===== src/rtl/ac_pkg.sv =====
// Shared constants for the multi-zone air-conditioner controller:
// mode encoding, AUTO level thresholds/offsets and FAST/ECO settings.
package ac_pkg;

  localparam logic [1:0] MODE_OFF  = 2'b00;
  localparam logic [1:0] MODE_AUTO = 2'b01;
  localparam logic [1:0] MODE_FAST = 2'b10;
  localparam logic [1:0] MODE_ECO  = 2'b11;

  // |temp - setpoint| needed to reach AUTO level 1, 2, 3
  localparam int unsigned AUTO_THR_1 = 3;
  localparam int unsigned AUTO_THR_2 = 5;
  localparam int unsigned AUTO_THR_3 = 7;

  // outlet offset below setpoint at AUTO level 1, 2, 3
  localparam int unsigned AUTO_OFF_1 = 1;
  localparam int unsigned AUTO_OFF_2 = 3;
  localparam int unsigned AUTO_OFF_3 = 5;

  localparam logic [2:0]  FAST_SPEED  = 3'd4;
  localparam int unsigned FAST_OFFSET = 5;
  localparam logic [2:0]  ECO_SPEED   = 3'd2;
  localparam int unsigned ECO_OFFSET  = 2;

  // Button sequence OFF -> AUTO -> FAST -> ECO -> OFF
  function automatic logic [1:0] next_mode(input logic [1:0] m);
    case (m)
      MODE_OFF:  return MODE_AUTO;
      MODE_AUTO: return MODE_FAST;
      MODE_FAST: return MODE_ECO;
      default:   return MODE_OFF;
    endcase
  endfunction

  // Entry threshold of an AUTO level (level 0 has none)
  function automatic int unsigned auto_thr(input logic [1:0] lvl);
    case (lvl)
      2'd1:    return AUTO_THR_1;
      2'd2:    return AUTO_THR_2;
      2'd3:    return AUTO_THR_3;
      default: return 0;
    endcase
  endfunction

  // Outlet offset of an AUTO level
  function automatic int unsigned auto_offset(input logic [1:0] lvl);
    case (lvl)
      2'd1:    return AUTO_OFF_1;
      2'd2:    return AUTO_OFF_2;
      2'd3:    return AUTO_OFF_3;
      default: return 0;
    endcase
  endfunction

endpackage


===== src/rtl/ac_zone_channel.sv =====
// One zone: registers |temp - setpoint|, tracks the AUTO level with
// hysteresis and produces the requested (ungated) speed and outlet target.
// Outputs are combinational from the level's next state so the top-level
// output register lines up with the level register.
module ac_zone_channel
  import ac_pkg::*;
#(
  parameter int TEMP_W = 7,
  parameter int HYST   = 1
) (
  input  logic              clk,
  input  logic              rst_ni,
  input  logic [TEMP_W-1:0] temp_i,
  input  logic [TEMP_W-1:0] setpoint_i,
  input  logic              enable_i,
  input  logic [1:0]        mode_i,
  output logic [2:0]        speed_o,
  output logic [TEMP_W-1:0] heat_o
);

  localparam logic [31:0] HYST_U = 32'(HYST);

  logic [TEMP_W-1:0] diff_d, diff_q, sp_q;
  logic              en_q;
  logic [1:0]        lvl_d, lvl_q, up_lvl;
  logic [31:0]       diff_ext, sp_ext, offset;
  logic [2:0]        speed_d;
  logic              heat_zero;

  // Absolute difference without wrap-around
  always_comb diff_d = (temp_i >= setpoint_i) ? temp_i - setpoint_i : setpoint_i - temp_i;

  // Stage 1: diff, setpoint and enable captured together
  always_ff @(posedge clk or negedge rst_ni) begin
    if (!rst_ni) begin
      diff_q <= '0;
      sp_q   <= '0;
      en_q   <= 1'b0;
    end else begin
      diff_q <= diff_d;
      sp_q   <= setpoint_i;
      en_q   <= enable_i;
    end
  end

  // Level update: jump up at once, step down one level below threshold-HYST
  always_comb begin
    diff_ext = 32'(diff_q);
    up_lvl   = 2'd0;
    if (diff_ext >= AUTO_THR_3)      up_lvl = 2'd3;
    else if (diff_ext >= AUTO_THR_2) up_lvl = 2'd2;
    else if (diff_ext >= AUTO_THR_1) up_lvl = 2'd1;
    lvl_d = lvl_q;
    if (!en_q || mode_i == MODE_OFF) begin
      lvl_d = 2'd0;
    end else if (up_lvl > lvl_q) begin
      lvl_d = up_lvl;
    end else if (lvl_q != 2'd0 && (diff_ext + HYST_U) < auto_thr(lvl_q)) begin
      lvl_d = lvl_q - 2'd1;
    end
  end

  // Stage 2: AUTO level register (also tracked outside AUTO unless OFF)
  always_ff @(posedge clk or negedge rst_ni) begin
    if (!rst_ni) lvl_q <= 2'd0;
    else         lvl_q <= lvl_d;
  end

  // Requested speed and saturating outlet target for the current mode
  always_comb begin
    speed_d   = 3'd0;
    offset    = 32'd0;
    heat_zero = 1'b1;
    case (mode_i)
      MODE_AUTO: begin
        speed_d   = {1'b0, lvl_d};
        offset    = auto_offset(lvl_d);
        heat_zero = (lvl_d == 2'd0);
      end
      MODE_FAST: begin
        speed_d   = FAST_SPEED;
        offset    = FAST_OFFSET;
        heat_zero = 1'b0;
      end
      MODE_ECO: begin
        speed_d   = ECO_SPEED;
        offset    = ECO_OFFSET;
        heat_zero = 1'b0;
      end
      default: ;
    endcase
    if (!en_q) begin
      speed_d   = 3'd0;
      heat_zero = 1'b1;
    end
    sp_ext  = 32'(sp_q);
    speed_o = speed_d;
    if (heat_zero || sp_ext <= offset) heat_o = '0;
    else                               heat_o = TEMP_W'(sp_ext - offset);
  end

endmodule


===== src/rtl/ac_zone_controller.sv =====
// Multi-zone AC controller: mode FSM, per-zone channels, shared compressor
// with minimum-off lockout, and output registers gated by the compressor.
module ac_zone_controller
  import ac_pkg::*;
#(
  parameter int N_ZONES     = 4,
  parameter int TEMP_W      = 7,
  parameter int HYST        = 1,
  parameter int MIN_OFF_CYC = 16
) (
  input  logic                      clk,
  input  logic                      reset,
  input  logic                      button_mode,
  input  logic [TEMP_W-1:0]         setpoint,
  input  logic [N_ZONES*TEMP_W-1:0] zone_temp,
  input  logic [N_ZONES-1:0]        zone_enable,
  output logic [1:0]                mode,
  output logic [N_ZONES*3-1:0]      fan_speed,
  output logic [N_ZONES*TEMP_W-1:0] fan_heat,
  output logic                      compressor_on
);

  localparam int LOCK_W = $clog2(MIN_OFF_CYC + 1);
  localparam logic [LOCK_W-1:0] LOCK_INIT = LOCK_W'(MIN_OFF_CYC);

  logic                      btn_q;
  logic [1:0]                mode_d, mode_q;
  logic [N_ZONES*3-1:0]      req_speed, fan_speed_q;
  logic [N_ZONES*TEMP_W-1:0] req_heat, fan_heat_q;
  logic [N_ZONES-1:0]        zone_req;
  logic                      request;
  logic                      comp_d, comp_q;
  logic [LOCK_W-1:0]         lock_d, lock_q;

  // Advance mode once per rising edge of the button level
  always_comb mode_d = (button_mode && !btn_q) ? next_mode(mode_q) : mode_q;

  // Button history and mode register
  always_ff @(posedge clk or negedge reset) begin
    if (!reset) begin
      btn_q  <= 1'b0;
      mode_q <= MODE_OFF;
    end else begin
      btn_q  <= button_mode;
      mode_q <= mode_d;
    end
  end

  genvar gi;
  generate
    for (gi = 0; gi < N_ZONES; gi++) begin : g_zone
      ac_zone_channel #(
        .TEMP_W (TEMP_W),
        .HYST   (HYST)
      ) u_channel (
        .clk        (clk),
        .rst_ni     (reset),
        .temp_i     (zone_temp[gi*TEMP_W +: TEMP_W]),
        .setpoint_i (setpoint),
        .enable_i   (zone_enable[gi]),
        .mode_i     (mode_q),
        .speed_o    (req_speed[gi*3 +: 3]),
        .heat_o     (req_heat[gi*TEMP_W +: TEMP_W])
      );
      assign zone_req[gi] = |req_speed[gi*3 +: 3];
    end
  endgenerate

  assign request = |zone_req;

  // Compressor: off on request drop with lockout reload; on only once lockout is 0
  always_comb begin
    comp_d = comp_q;
    lock_d = lock_q;
    if (comp_q) begin
      if (!request) begin
        comp_d = 1'b0;
        lock_d = LOCK_INIT;
      end
    end else if (lock_q != '0) begin
      lock_d = lock_q - LOCK_W'(1);
    end else if (request) begin
      comp_d = 1'b1;
    end
  end

  // Compressor state, lockout counter and fan outputs (zero while compressor off)
  always_ff @(posedge clk or negedge reset) begin
    if (!reset) begin
      comp_q      <= 1'b0;
      lock_q      <= '0;
      fan_speed_q <= '0;
      fan_heat_q  <= '0;
    end else begin
      comp_q      <= comp_d;
      lock_q      <= lock_d;
      fan_speed_q <= comp_q ? req_speed : '0;
      fan_heat_q  <= comp_q ? req_heat : '0;
    end
  end

  assign mode          = mode_q;
  assign fan_speed     = fan_speed_q;
  assign fan_heat      = fan_heat_q;
  assign compressor_on = comp_q;

endmodule


===== config.mk =====
export PLATFORM = sky130hd
export DESIGN_NAME = ac_zone_controller
export DESIGN_NICKNAME = d
export VERILOG_FILES = /design/src/rtl/ac_pkg.sv /design/src/rtl/ac_zone_channel.sv /design/src/rtl/ac_zone_controller.sv
export SDC_FILE = /design/constraint.sdc
export NUM_CORES = 1
export LEC_CHECK = 0
export ABC_CLOCK_PERIOD_IN_PS = 11500
export CAP_MARGIN = 20
export CORE_UTILIZATION = 40
export DETAILED_ROUTE_END_ITERATION = 10
export GPL_ROUTABILITY_DRIVEN = 1
export GPL_TIMING_DRIVEN = 0
export PLACE_DENSITY = 0.59
export SYNTH_ARGS = -nofsm -noshare
export SYNTH_HDL_FRONTEND = slang
export SYNTH_SLANG_ARGS = --single-unit

===== constraint.sdc =====
create_clock -name clk -period 11.5 [get_ports clk]
set_input_delay 1.15 -clock clk [delete_from_list [all_inputs] [get_ports clk]]
set_output_delay 1.15 -clock clk [all_outputs]
set_load 0.1 [all_outputs]

==> reports/metrics.yaml <==
drive_above_1_share_pct: 6.61
syn_area_per_cell_um2: 9.69
layout_commonest_cell: "ha_1"
worstPathArrival_ps: 4880
ant_nets: 0
io_pins: 85
diodes: 0
crit_path_end_kind: "register"
max_freq_ghz: 0.214
core-area_mm2: 0.0180
grt_use_met3_pct: 2.10
finalClockSkew_ps: 11.2
antenna_found_initial: 0
hold_path_end: "lock_q[0]"
hpwl_um: 13300
track_usage_pct: 18.5
cts_resized: 0
drtIter0Drc: 197
insertion_delay_ps: 350
areaGrowthSynthToFinish_pct: 19.3
drv_slew: 0
ff2ff_setup_slack_ps: 6820
grt_max_degree: 50
ys_seq_area_share_pct: 32.5
use_met1_pct: 25.0
most-common-layout-cells: "113 x ha_1, 96 x dfrtp_1, 83 x clkdlybuf4s50_1, 74 x inv_1, 59 x nor2_1"
use_met2_pct: 30.2
vias_per_cell: 5.02
fin_total_pwr_mw: 1.53
cts_hold_buf: 0
grt_pass1_wl_um: 27000
setup_viol: 0
numPortBuffers: 84
top_usage_layer: "met2"
hold_violations: 0
grt_overflow: 0
synth.distinct_cells: 65
synth-seq-cells: 96
vdd_ir_drop_max_mv: 0.107
startpoint_type: "register"
max_cap_violations: 0
clk_pin_slew_worst_paths_ps: 70
dpl-instance-area_mm2: 0.00853
design_area_mm2: 0.00881
worstHoldStart: "lock_q[0]"
fp.dieW_um: 138
cts_setup_buffers: 0
fin_crit_ps: 4680
numCtsBuffers: 9
slew_headroom_pct: 31.1
min_path_type: "reg2reg"
worstReg2RegEnd: "fan_heat[25]"
min_path_cells: 1
grt_setup_unrepaired: "no"
syn_area_mm2: 0.00738
clock-root-buffer: "clkbuf_16"
fin_crit_sh_pct: 40.7
status: "finished, final reports clean"
htree_levels: 3
worst_pin_slew_ps: 1030
fill_cells: 1713
critical_path_class: "reg2reg"
grt_pass1_vias: 5412
synth_cells: 762
synth-warning-count: 0
crit_fanout: 7
gp_congestion: 0.834
cts.sinks: 96
p_leak_nw: 4.15
vias: 5477
synthArstFlopShare_pct: 100
wl_um: 16300
reg2regPathDepth: 16
drt-wirelength-per-cell_um: 15.0
cts_tree: "yes"
timing.rr.start: "g_zone[3].u_channel.diff_q[0]"
synth_ff_type: "dfrtp_1"
drc: 0
synth-edff-count: 0
setup-tns-final_ps: 0
die_h_um: 138
drt_first_pass_iters: 4
power.density_mw_per_mm2: 174
dieArea_mm2: 0.0190
cts_buffer_depth: 2
synth_fp_nets: 929
row_count: 49
critPathRequiredTime_ps: 11700
final_nets: 1025
start_util_pct: 40.9
[cell type report]
cell class	instances	area, um^2	area share (%)
Buffer	10	41.3	0.469
Clock buffer	11	243	2.76
Clock inverter	4	30.0	0.341
Inverter	75	282	3.20
Multi-Input combinational cell	581	4660	52.9
Sequential cell	96	2400	27.3
Tap cell	229	287	3.25
Timing Repair Buffer	85	866	9.83
[cells by family after synthesis]
kind of cell	share of synthesized area [%]
adders and majority gates	22.4
xor gates and xnor gates	6.17
and+or+nand+nor	14.1
muxes	4.42
buffers and inverters	4.37
DFF	32.5
AOI/OAI and AO/OA	15.9
[flip-flops by register name, indices dropped and copies added (netlist names)]
name                     cells
btn_q                        1
compressor_on                1
fan_heat                    28
fan_speed                   12
g_zone.u_channel.diff_q     28
g_zone.u_channel.en_q        4
g_zone.u_channel.lvl_q       8
g_zone.u_channel.sp_q        7
lock_q                       5
mode                         2
[worst max-delay path, stage by stage, from the launching register on]
cell	delay, ps
dfrtp_1	450
ha_1	270
o41ai_1	360
nand2_1	140
ha_1	300
nor2b_1	130
o21ai_1	480
a211oi_1	170
a2111oi_4	470
nor2b_1	90
o21ai_1	270
ha_1	300
a21o_1	180
a21oi_1	290
o21ai_0	150
o2111ai_1	350
nor2_1	130
[worst max-delay path by stage]
stage	start	end	slack, ps	cells after the start
finish	g_zone[3].u_channel.diff_q[0]	fan_heat[25]	6820	16
detailed placement	setpoint[1]	g_zone[0].u_channel.diff_q[6]	6600	9
floorplan	g_zone[3].u_channel.diff_q[0]	fan_heat[23]	7560	16
CTS	g_zone[3].u_channel.diff_q[0]	fan_heat[25]	6820	16
global route	g_zone[3].u_channel.diff_q[1]	fan_heat[25]	6540	17
global placement	reset	g_zone[2].u_channel.diff_q[1]	5770	1
[per-stage QoR]
stage | cells | setup WS (ps) | utilization [%] | hold slack [ps]
4_1_cts | 1091 | 6820 | 48.9 | 554
6_report | 1091 | 6820 | 48.9 | 546
5_1_grt | 1091 | 6540 | 48.9 | 595
3_3_place_gp | 1075 | 5770 | 47.2 | 541
3_5_place_dp | 1076 | 6600 | 47.3 | 544
2_1_floorplan | 762 | 7560 | - | 505
[report_power, final]
group,internal [mW],switching [mW]
Combinational,0.314,0.480
Clock,0.152,0.126
Sequential,0.398,0.0629
Total,0.864,0.669
[synth_stat cells, types with 6 or more instances]
cell,count,area share [%]
inv_1,74,3.8
nand2_1,57,2.9
ha_1,113,19
nor3_1,14,0.95
xor2_1,23,2.7
a21oi_2,6,0.71
a31oi_1,7,0.59
and3_1,10,0.85
mux2i_1,21,2.8
xnor2_1,29,3.4
and2_1,9,0.76
fa_1,12,3.3
nor2_1,59,3.0
nand2b_1,15,1.3
a211oi_1,10,1.0
dfrtp_1,96,33
nor2b_1,18,1.5
nand3_1,11,0.75
a21oi_1,39,2.6
o21ai_0,24,1.6
a21o_1,13,1.3
[metal layers]
layer / part of all wire [%] / vias up / routed length [um]
li1: - / 2832 / -
met1: 50 / 2518 / 8110
met2: 45 / 104 / 7340
met3: 3.0 / 23 / 490
met4: 2.5 / 0 / 402
met5: 0 / - / 0
No activity file was read; power rests on OpenSTA's default activity.
